==> src/rtl/weight_shift_driver.sv <==
// Write-side sequencer for the per-row weight shift register: loads ARRAYHEIGHT words, then drains them.
// Optional macro DRAIN_STALL_EN adds a drain_stall input that pauses the drain phase.
module weight_shift_driver #(
  parameter int DATASIZE    = 8,
  parameter int ARRAYHEIGHT = 4,
  parameter int CNTW        = $clog2(ARRAYHEIGHT + 1)
) (
  input  logic                clk,
  input  logic                rst,
  input  logic                start,
  input  logic                s_valid,
  output logic                s_ready,
  input  logic [DATASIZE-1:0] s_data,
`ifdef DRAIN_STALL_EN
  input  logic                drain_stall,
`endif
  output logic                load_en,
  output logic                out_en,
  output logic [DATASIZE-1:0] w_data,
  output logic                busy,
  output logic                done
);

  typedef enum logic [1:0] {
    IDLE,
    LOAD,
    DRAIN,
    FIN
  } state_t;

  localparam logic [CNTW-1:0] CNT_LAST = CNTW'(ARRAYHEIGHT - 1);

  state_t          state;
  state_t          next_state;
  logic [CNTW-1:0] cnt;
  logic [CNTW-1:0] next_cnt;
  logic            stall;
  logic            handshake;
  logic            drain_step;

`ifdef DRAIN_STALL_EN
  assign stall = drain_stall;
`else
  assign stall = 1'b0;
`endif

  // s_ready is a pure state decode, so a handshake is simply LOAD plus s_valid.
  assign handshake  = (state == LOAD) && s_valid;
  assign drain_step = (state == DRAIN) && !stall;

  always_ff @(posedge clk) begin
    if (!rst) begin
      state <= IDLE;
      cnt   <= '0;
    end else begin
      state <= next_state;
      cnt   <= next_cnt;
    end
  end

  always_comb begin
    next_state = state;
    next_cnt   = cnt;
    case (state)
      IDLE: begin
        if (start) begin
          next_state = LOAD;
          next_cnt   = '0;
        end
      end
      LOAD: begin
        if (handshake) begin
          if (cnt == CNT_LAST) begin
            next_state = DRAIN;
            next_cnt   = '0;
          end else begin
            next_cnt = cnt + 1'b1;
          end
        end
      end
      DRAIN: begin
        if (drain_step) begin
          if (cnt == CNT_LAST) begin
            next_state = FIN;
            next_cnt   = '0;
          end else begin
            next_cnt = cnt + 1'b1;
          end
        end
      end
      FIN: begin
        next_state = IDLE;
        next_cnt   = '0;
      end
      default: begin
        next_state = IDLE;
        next_cnt   = '0;
      end
    endcase
  end

  always_comb begin
    s_ready = 1'b0;
    load_en = 1'b0;
    out_en  = 1'b0;
    w_data  = '0;
    busy    = 1'b0;
    done    = 1'b0;
    case (state)
      LOAD: begin
        s_ready = 1'b1;
        busy    = 1'b1;
        load_en = handshake;
        if (handshake) w_data = s_data;
      end
      DRAIN: begin
        busy   = 1'b1;
        out_en = drain_step;
      end
      FIN: begin
        busy = 1'b1;
        done = 1'b1;
      end
      default: begin
        busy = 1'b0;
      end
    endcase
  end

endmodule

==> config.mk <==
export PLATFORM = sky130hd
export DESIGN_NAME = weight_shift_driver
export DESIGN_NICKNAME = d
export VERILOG_FILES = /design/src/rtl/weight_shift_driver.sv
export SDC_FILE = /design/constraint.sdc
export NUM_CORES = 1
export LEC_CHECK = 0
export BUFFER_PORTS_ARGS = -buffer_cell sky130_fd_sc_hd__buf_2
export CELL_PAD_IN_SITES_DETAIL_PLACEMENT = 1
export CELL_PAD_IN_SITES_GLOBAL_PLACEMENT = 1
export CORE_MARGIN = 2
export CORE_UTILIZATION = 27
export CTS_CLUSTER_SIZE = 14
export DETAILED_ROUTE_END_ITERATION = 10
export HOLD_SLACK_MARGIN = 0.05
export MAX_ROUTING_LAYER = met4
export PLACE_DENSITY = 0.84
export SLEW_MARGIN = 30
export SYNTH_ARGS = -nofsm -noshare
export SYNTH_HDL_FRONTEND = slang
export SYNTH_SLANG_ARGS = --single-unit
==> constraint.sdc <==
create_clock -name clk -period 1.9 [get_ports clk]
set_clock_uncertainty 0.2 [all_clocks]
set_input_delay 0.38 -clock clk [delete_from_list [all_inputs] [get_ports clk]]
set_output_delay 0.38 -clock clk [all_outputs]
set_load 0.005 [all_outputs]
==> impl_metrics.csv, run 1 <==
group,metric,value,unit
placed_design,port_buffers,24,
drt,dr.first_iter.drc_count,6,
synthesis,synth_compound_area_share,12.39,%
synthesis,yosysMostFrequentCell,"and3_2",
pwr,ir_drop,0.0004567,V
clock_tree,clk_path_buf_depth,2,
floorplan,start_util,28.15,%
synthesis,synth_seq_cells,5,
worst_setup_path,slowest_stage,"dfxtp_2",
clock_tree,cts_max_level,1,
worst_setup_path,cp.arrival,1.26,ns
clock_tree,cts-buffers-inserted,3,
worst_setup_path,worst-path-max-fanout,9,
synthesis,synthFlopType,"dfxtp_1",
synthesis,yosysSeqAreaShare,24.17,%
drt,drt-total-wl,1095,µm
synthesis,synthesis.instances,49,
worst_setup_path,required,1.32,ns
synthesis,ys_warn_count,0,
global_route,grt_pass1_wl,1890,µm
layout,drive_gt1_share,53.85,%
synthesis,netlist_area,414.1,µm²
synthesis,synth_xor_area_share,0,%
outcome,status,"finished clean",
job,cap_violations,0,
synthesis,ys_types,19,
synthesis,netlist_top_cells_area,"dfxtp_1 24%, ha_1 21%, and3_2 15%, nand2b_1 6.0%, nor2b_1 4.5%",
placed_design,place_congestion,0.7764,
global_route,grt_max_degree,12,
sta,fin_crit,1.841,ns
global_route,track_usage,14.39,%
layout,area_growth,46.22,%
global_route,first_global_vias,441,
drt,via_per_inst,4.862,
hold_path,hold_path_class,"in -> reg",
synthesis,synth_top_area_cell,"dfxtp_1",
layout,fin_util,41.16,%
global_route,gr-total-overflow,0,
synthesis,synth_top_family_by_area,"simple AND/OR/NAND/NOR gates",
pwr,leakagePower,0.3408,nW
synthesis,synth_top_area_share,24.17,%
sta,finalHoldViolCount,0,
drt,detail-route-antenna-nets,0,
drt,wl_per_cell,11.65,µm
synthesis,async_flop_share,0,%
worst_setup_path,path_delay_family,"flip-flops",
clock_tree,root_buffer,"clkbuf_4",
clock_tree,cts_tree,"built",
worst_setup_path,critPathKind,"reg -> out",
drt,first_pass_iters,3,
sta,timing.hold.ws,0.2012,ns
floorplan,die_y,43.17,µm
clock_tree,path_clk_slew,0.05,ns
layout,fin_nets,98,
placed_design,post-dp-hpwl,876.7,µm
synthesis,synthTopCellsByCount,"8 x and3_2, 7 x ha_1, 5 x dfxtp_1",
sta,fmax,543.1,MHz
synthesis,yosys.area_share.simple,35.35,%
layout,antenna_cells,0,
worst_setup_path,end_kind,"output port",
sta,setup_violations,0,
global_route,grt_antenna_before_repair,0,
synthesis,avgSynthCellArea,8.452,µm²
synthesis,synth_fa_ha_area_share,21.15,%
sta,maxSlewHeadroom,77.09,%
synthesis,syn_nets,68,
clock_tree,insertion_delay,0.24,ns
synthesis,synth-edff-count,0,
floorplan,die-area,0.001863,mm²
synthesis,synthMuxAreaShare,2.417,%
pwr,p_per_area,1214,mW/mm²
worst_setup_path,path_cells,"inv_2, ha_1, buf_4, and3_2, buf_2",
floorplan,io_pins,25,
clock_tree,clock-sinks,5,
worst_setup_path,slowest_delay,0.34,ns
floorplan,rows,14,
drt,num_vias,457,
worst_setup_path,cp_num_buf_inv,3,
worst_setup_path,critPathLaunchType,"flip-flop",
floorplan,core_region_area,0.001471,mm²
sta,post-route-period-util,96.92,%
drt,remaining_drc_errors,0,
sta,final_max_slew_viol_count,0,
sta,max_slew.worst_pin.slew,0.3430,ns
floorplan,chipWidth,43.17,µm
routing by layer:
layer / up-vias / part of all wire, % / track usage, %
met5: - / 0 / -
met4: 0 / 4.5 / 14.55
met3: 4 / 10 / 1.702
met2: 25 / 45 / 21.19
met1: 199 / 40 / 16.11
li1: 229 / - / -
worst min-delay path, stage by stage:
cell     delay (ns)
buf_2          0.12
nand2_1        0.06
a31oi_1        0.04
flip-flops by register name, summed over array words and instances (netlist names):
register and count:
cnt 3, state 2
final cells by class:
type / count / area (µm²)
multi-input combinational: 39 / 306.5
fill: 193 / 865.8
inverter: 4 / 15.01
tap: 16 / 20.02
sequential: 5 / 102.6
clock buffer: 4 / 26.28
timing repair buffer: 26 / 135.1
per-stage QoR:
| stage | setup TNS, ns | area [µm²] | setup WS [ns] | std cells | total power [W] |
|---|---|---|---|---|---|
| 2_1_floorplan | 0 | 414.1 | 0.1704 | 49 | 0.0004166 |
| 3_3_place_gp | 0 | 558.0 | 0.1615 | 89 | 0.0005438 |
| 3_5_place_dp | 0 | 558.0 | 0.08876 | 89 | 0.0005606 |
| 4_1_cts | 0 | 585.6 | 0.01896 | 93 | 0.0006961 |
| 5_1_grt | -0.06121 | 605.6 | -0.05353 | 94 | 0.0008139 |
| 6_report | 0 | 605.6 | 0.05861 | 94 | 0.0007354 |
cell usage in the layout, fill, tap and decap left out, drive strengths merged:
master,netlist,routed
nand2b,4,4
a21oi,2,2
inv,4,4
or2,1,1
ha,7,7
nor2b,3,3
nand4,1,1
a2111oi,1,1
a211o,1,1
o21ai,2,2
a31oi,1,1
a211oi,1,1
buf,0,26
dfxtp,5,5
mux2i,1,1
nand4b,1,1
clkbuf,1,4
nand2,4,4
and3,8,8
and2,1,1
power by group:
group	switching [W]	total [W]	leakage (nW)	internal [W]
Sequential	0.0000247	0.000163	0.0415	0.000139
Clock	0.0000454	0.000125	0.0150	0.0000795
Combinational	0.000228	0.000447	0.284	0.000219
what timing repair did:
item	in CTS	in global routing
hold buffers	0	0
buffers inserted	0	1
setup endpoints to repair	8	9
gates resized for setup	2	4
final timing paths:
check           start         to  slack [ns]  depth (start not counted)
max          state[1]  w_data[0]        0.06                          5
min               rst     cnt[2]        0.20                          3
max reg2reg  state[0]   state[0]        0.08                          5
min reg2reg    cnt[2]     cnt[2]        0.23                          2
logic make-up (layout without fill, tap and decap cells):
logic type / after synthesis / in the layout
simple gates: 23 / 23
compound gates: 8 / 8
fa+ha+maj: 7 / 7
flops: 5 / 5
buf+inv: 5 / 34
mux: 1 / 1
Note: power is estimated with default switching activity, not from simulation.
==> run 2, diff against run 1 <==
--- a/config.mk
+++ b/config.mk
@@ -13,7 +13,6 @@
 export CTS_CLUSTER_SIZE = 14
 export DETAILED_ROUTE_END_ITERATION = 10
 export HOLD_SLACK_MARGIN = 0.05
-export MAX_ROUTING_LAYER = met4
 export PLACE_DENSITY = 0.84
 export SLEW_MARGIN = 30
 export SYNTH_ARGS = -nofsm -noshare
==> run 2 against run 1 <==
Net effect:
- register-to-register slack is essentially flat
- combinational power is essentially flat
- clock power hardly changed
- utilization stayed put
- fmax hardly changed
- sequential power is essentially flat
- hold slack did not move
- flip-flop and latch count stayed put
- sequential share of layout area unchanged
- count of clock-buffer cells in the layout stayed put
- largest cell class unchanged
==> impl_metrics.csv, run 2 (same netlist as run 1, synthesis figures left out) <==
group,metric,value,unit
layout,fin_nets,98,
drt,via_per_inst,4.862,
worst_setup_path,slowest_delay,0.34,ns
job,cap_violations,0,
layout,drive_gt1_share,53.85,%
layout,antenna_cells,0,
placed_design,post-dp-hpwl,876.7,µm
placed_design,port_buffers,24,
drt,remaining_drc_errors,0,
drt,detail-route-antenna-nets,0,
clock_tree,insertion_delay,0.24,ns
drt,num_vias,457,
pwr,ir_drop,0.0004567,V
outcome,status,"finished clean",
layout,reg_top3,"cnt (3), state (2)",
floorplan,die_y,43.17,µm
global_route,track_usage,14.01,%
drt,first_pass_iters,3,
clock_tree,cts_hold_buf,0,
global_route,grt_pass1_wl,1890,µm
pwr,p_total,0.0007352,W
clock_tree,cts_max_level,1,
global_route,gr-total-overflow,0,
global_route,grt_max_degree,12,
sta,final_max_slew_viol_count,0,
drt,dr.first_iter.drc_count,6,
layout,fin_util,41.16,%
hold_path,hold_path_class,"in -> reg",
floorplan,chipWidth,43.17,µm
worst_setup_path,path_delay_family,"flip-flops",
worst_setup_path,end_kind,"output port",
worst_setup_path,worst-path-max-fanout,9,
floorplan,die-area,0.001863,mm²
layout,largest_reg_flops,3,
worst_setup_path,critPathKind,"reg -> out",
layout,most-common-layout-cells,"24 x buf_2, 8 x and3_2, 7 x ha_1",
sta,post-route-period-util,96.89,%
placed_design,place_congestion,0.7661,
placed_design,dp_cells,89,
floorplan,io_pins,25,
layout,finish.instance_area,605.6,µm²
clock_tree,cts-buffers-inserted,3,
pwr,leakagePower,0.3408,nW
sta,maxSlewHeadroom,77.09,%
sta,finalHoldViolCount,0,
floorplan,start_util,28.15,%
global_route,grt_antenna_before_repair,0,
layout,fin_cells,94,
worst_setup_path,cp.arrival,1.26,ns
clock_tree,clock-sinks,5,
worst_setup_path,slowest_stage,"dfxtp_2",
layout,fillCellCount,193,
layout,area_growth,46.22,%
floorplan,core_region_area,0.001471,mm²
worst_setup_path,cp_num_buf_inv,3,
worst_setup_path,critPathLaunchType,"flip-flop",
sta,max_slew.worst_pin.slew,0.3430,ns
pwr,p_per_area,1214,mW/mm²
drt,drt-total-wl,1094,µm
clock_tree,root_buffer,"clkbuf_4",
placed_design,placed_area,558.0,µm²
clock_tree,path_clk_slew,0.05,ns
layout,final_common_cell,"buf_2",
sta,fmax,543.2,MHz
global_route,first_global_vias,445,
worst_setup_path,required,1.32,ns
worst_setup_path,path_cells,"inv_2, ha_1, buf_4, and3_2, buf_2",
clock_tree,clk_path_buf_depth,2,
floorplan,rows,14,
layout,regMostFlops,"cnt",
clock_tree,cts_tree,"built",
sta,setup_violations,0,
drt,wl_per_cell,11.64,µm
sta,fin_crit,1.841,ns
## run 2: metal layers
metal	vias to the layer above	track usage, %	part of all wire (%)
li1	229	-	-
met1	199	15.86	40
met2	25	21.49	45
met3	4	1.702	10
met4	0	14.55	4.5
met5	-	0	0
## run 2: layout make-up
| class | instances | area [µm²] | area share, % |
|---|---|---|---|
| sequential | 5 | 102.6 | 16.94 |
| tap | 16 | 20.02 | 3.306 |
| inverter | 4 | 15.01 | 2.479 |
| clock buffer | 4 | 26.28 | 4.339 |
| multi-input combinational | 39 | 306.5 | 50.62 |
| timing repair buffer | 26 | 135.1 | 22.31 |
## run 2: worst register-to-register path, delay by kind of cell (launching register included)
family          cells  cell delay [ns]
simple gates        1             0.25
buf+inv             1             0.09
flops               1             0.35
fa+ha+maj           1             0.24
compound gates      2             0.60
## run 2: power by group
group / switching (W) / total (W) / internal, W
combinational: 0.000227 / 0.000447 / 0.000219
clock: 0.0000454 / 0.000125 / 0.0000795
sequential: 0.0000247 / 0.000163 / 0.000139
## run 2: path summary, 6_finish.rpt
kind / startpoint / to / slack (ns) / cells past startpoint
setup reg to reg: state[0] / state[0] / 0.08 / 5
hold reg to reg: cnt[2] / cnt[2] / 0.23 / 2
setup / recovery: state[1] / w_data[0] / 0.06 / 5
hold / removal: rst / cnt[2] / 0.20 / 3
## run 2: timing repair
action,4_1_cts,5_1_grt
resized for setup,2,4
buffers inserted,0,1
setup endpoints to repair,8,9
## run 2: metrics by stage
step                      hold slack (ns)  worst slack (ns)  TNS [ns]
after floorplan                    0.2070            0.1704         0
after global placement             0.2213            0.1615         0
after detailed placement           0.2262           0.08876         0
after CTS                          0.1959           0.01896         0
after global routing               0.2189          -0.05353  -0.06121
final                              0.2012           0.05906         0
==> run 3, diff against run 2 <==
==> constraint.sdc (replaced) <==
create_clock -name clk -period 1.9 [get_ports clk]
set_clock_uncertainty 0.2 [all_clocks]
set_input_delay 0.38 -clock clk [delete_from_list [all_inputs] [get_ports clk]]
set_output_delay 0.38 -clock clk [all_outputs]
set_load 0.05 [all_outputs]
==> run 3 against run 2 <==
Net effect:
- count of clock-buffer cells in the layout stayed put
- wire length hardly changed
- sequential power is 4% higher
- cell area is 2.5% higher
- power is 27% higher
- combinational power is 43% higher
- largest cell class unchanged
- via count is 0.66% higher
- clock power is 3% lower
- final cell count is 2.1% lower
==> impl_metrics.csv, run 3 (same netlist as run 1, synthesis figures left out) <==
group,metric,value,unit
layout,drive_gt1_share,52.63,%
clock_tree,cts_max_level,1,
hold_path,hp-start,"rst",
drt,wl_per_cell,11.88,µm
layout,antenna_cells,0,
floorplan,chipWidth,43.17,µm
layout,final_common_cell,"buf_2",
clock_tree,cts_setup_buffers,0,
hold_path,whs_path_depth,3,
floorplan,rows,14,
pwr,p_per_area,1502,mW/mm²
global_route,gr-total-overflow,0,
worst_setup_path,r2r_slack,0.12,ns
layout,reg_top3,"cnt (3), state (2)",
clock_tree,clk_path_buf_depth,2,
clock_tree,path_clk_slew,0.04,ns
job,cap_violations,0,
pwr,clock_power_share,12.9,%
hold_path,min_to,"cnt[2]",
worst_setup_path,slowest_delay,0.37,ns
sta,fin_crit,1.784,ns
drt,drt-total-wl,1093,µm
drt,remaining_drc_errors,0,
pwr,seq_power_share,18.3,%
layout,multiInputGateArea,311.5,µm²
placed_design,port_buffers,24,
pwr,switchingPower,0.0004898,W
sta,setup_violations,0,
pwr,swShare,52.55,%
sta,max_slew.worst_pin.slew,0.3412,ns
layout,fin_util,42.18,%
clock_tree,insertion_delay,0.23,ns
floorplan,die-area,0.001863,mm²
global_route,first_global_vias,458,
drt,via_per_inst,5.000,
layout,most-common-layout-cells,"14 x buf_2, 9 x buf_4, 8 x and3_2",
global_route,grt_max_degree,12,
drt,dr.first_iter.drc_count,13,
placed_design,place_congestion,0.7307,
sta,maxSlewHeadroom,77.20,%
global_route,grt_antenna_before_repair,0,
worst_setup_path,reg2reg_depth,5,
outcome,status,"finished clean",
drt,detail-route-antenna-nets,0,
clock_tree,clock-sinks,5,
sta,grt_setup_unrepaired,"false",
worst_setup_path,critPathKind,"reg -> reg",
placed_design,post-dp-hpwl,923,µm
clock_tree,root_buffer,"clkbuf_4",
layout,fillCellCount,187,
worst_setup_path,r2r_start,"state[0]",
floorplan,core_region_area,0.001471,mm²
floorplan,start_util,28.15,%
sta,fmax,560.5,MHz
floorplan,die_y,43.17,µm
pwr,p_comb_share,68.8,%
worst_setup_path,r2r_end,"state[0]",
worst_setup_path,required,1.84,ns
sta,finalHoldViolCount,0,
pwr,leakagePower,0.3270,nW
drt,first_pass_iters,4,
layout,ff_latch_area,102.6,µm²
clock_tree,cts_tree,"built",
sta,post-route-period-util,93.90,%
pwr,power.internal,0.0004423,W
layout,fin_nets,96,
worst_setup_path,critPathLaunchType,"flip-flop",
layout,area_growth,49.85,%
clock_tree,cts-buffers-inserted,3,
layout,largest_reg_flops,3,
worst_setup_path,cp_num_buf_inv,1,
worst_setup_path,path_cells,"inv_1, ha_2, or2_0, a211o_1, a211oi_1",
drt,num_vias,460,
global_route,grt_pass1_wl,1856,µm
layout,regMostFlops,"cnt",
worst_setup_path,slowest_stage,"dfxtp_2",
worst_setup_path,end_kind,"flip-flop",
worst_setup_path,worst-path-max-fanout,4,
floorplan,io_pins,25,
pwr,ir_drop,0.0004345,V
hold_path,hold_path_class,"in -> reg",
global_route,track_usage,13.24,%
sta,setup_tns,0,ns
worst_setup_path,cp.arrival,1.73,ns
clock_tree,cts_hold_buf,0,
sta,final_max_slew_viol_count,0,
worst_setup_path,path_delay_family,"compound AO/OA/AOI/OAI gates",
run 3: power by group through the flow:
| stage | registers [W] | logic [W] | clock network [W] |
|---|---|---|---|
| after detailed placement | 0.000164 | 0.000603 | 0 |
| after floorplan | 0.000157 | 0.000482 | 0 |
| final | 0.000170 | 0.000641 | 0.000121 |
| after global routing | 0.000179 | 0.000700 | 0.000134 |
| after CTS | 0.000166 | 0.000633 | 0.000126 |
| after global placement | 0.000162 | 0.000584 | 0 |
run 3: worst max-delay path by stage:
stage,start,end,depth (start not counted)
2_1_floorplan,state[1],w_data[0],3
3_3_place_gp,state[0],state[0],5
3_5_place_dp,state[1],state[0],5
4_1_cts,state[1],load_en,4
5_1_grt,state[0],state[0],5
6_report,state[0],state[0],5
run 3: timing repair:
action | 4_1_cts | 5_1_grt
gates resized for setup | 10 | 5
hold endpoints to repair | 0 | 0
endpoints found under the setup margin | 8 | 11
run 3: worst register-to-register path, delay by kind of cell (launching register included):
family	cells	cell delay, ns
buf+inv	1	0.11
simple gates	1	0.23
fa+ha+maj	1	0.22
flops	1	0.37
compound gates	2	0.57
run 3: cell type report:
class | instances | share of cell area, %
flip-flops and latches | 5 | 16.53
clock buffers | 4 | 4.234
inverters | 4 | 2.419
multi-input cells | 39 | 50.20
well taps | 16 | 3.226
repair buffers | 24 | 23.39
run 3: per-layer routing:
layer,wire [µm],track usage [%],up-vias
met5,0,0,-
met4,0,7.273,0
met3,121,3.404,0
met2,535,22.69,25
met1,437,14.58,207
li1,-,-,228
run 3: stage by stage:
stage | std cells | setup WS [ns] | hold slack (ns) | instance area [µm²] | power, W
floorplan | 49 | 0.08866 | 0.2070 | 419.2 | 0.0006396
CTS | 92 | 0.003058 | 0.2237 | 614.3 | 0.0009246
detailed placement | 88 | 0.07824 | 0.2540 | 555.5 | 0.0007672
finish | 92 | 0.1158 | 0.2238 | 620.6 | 0.0009320
global placement | 88 | 0.1795 | 0.2201 | 555.5 | 0.0007458
global route | 92 | 0.009357 | 0.2404 | 620.6 | 0.001013
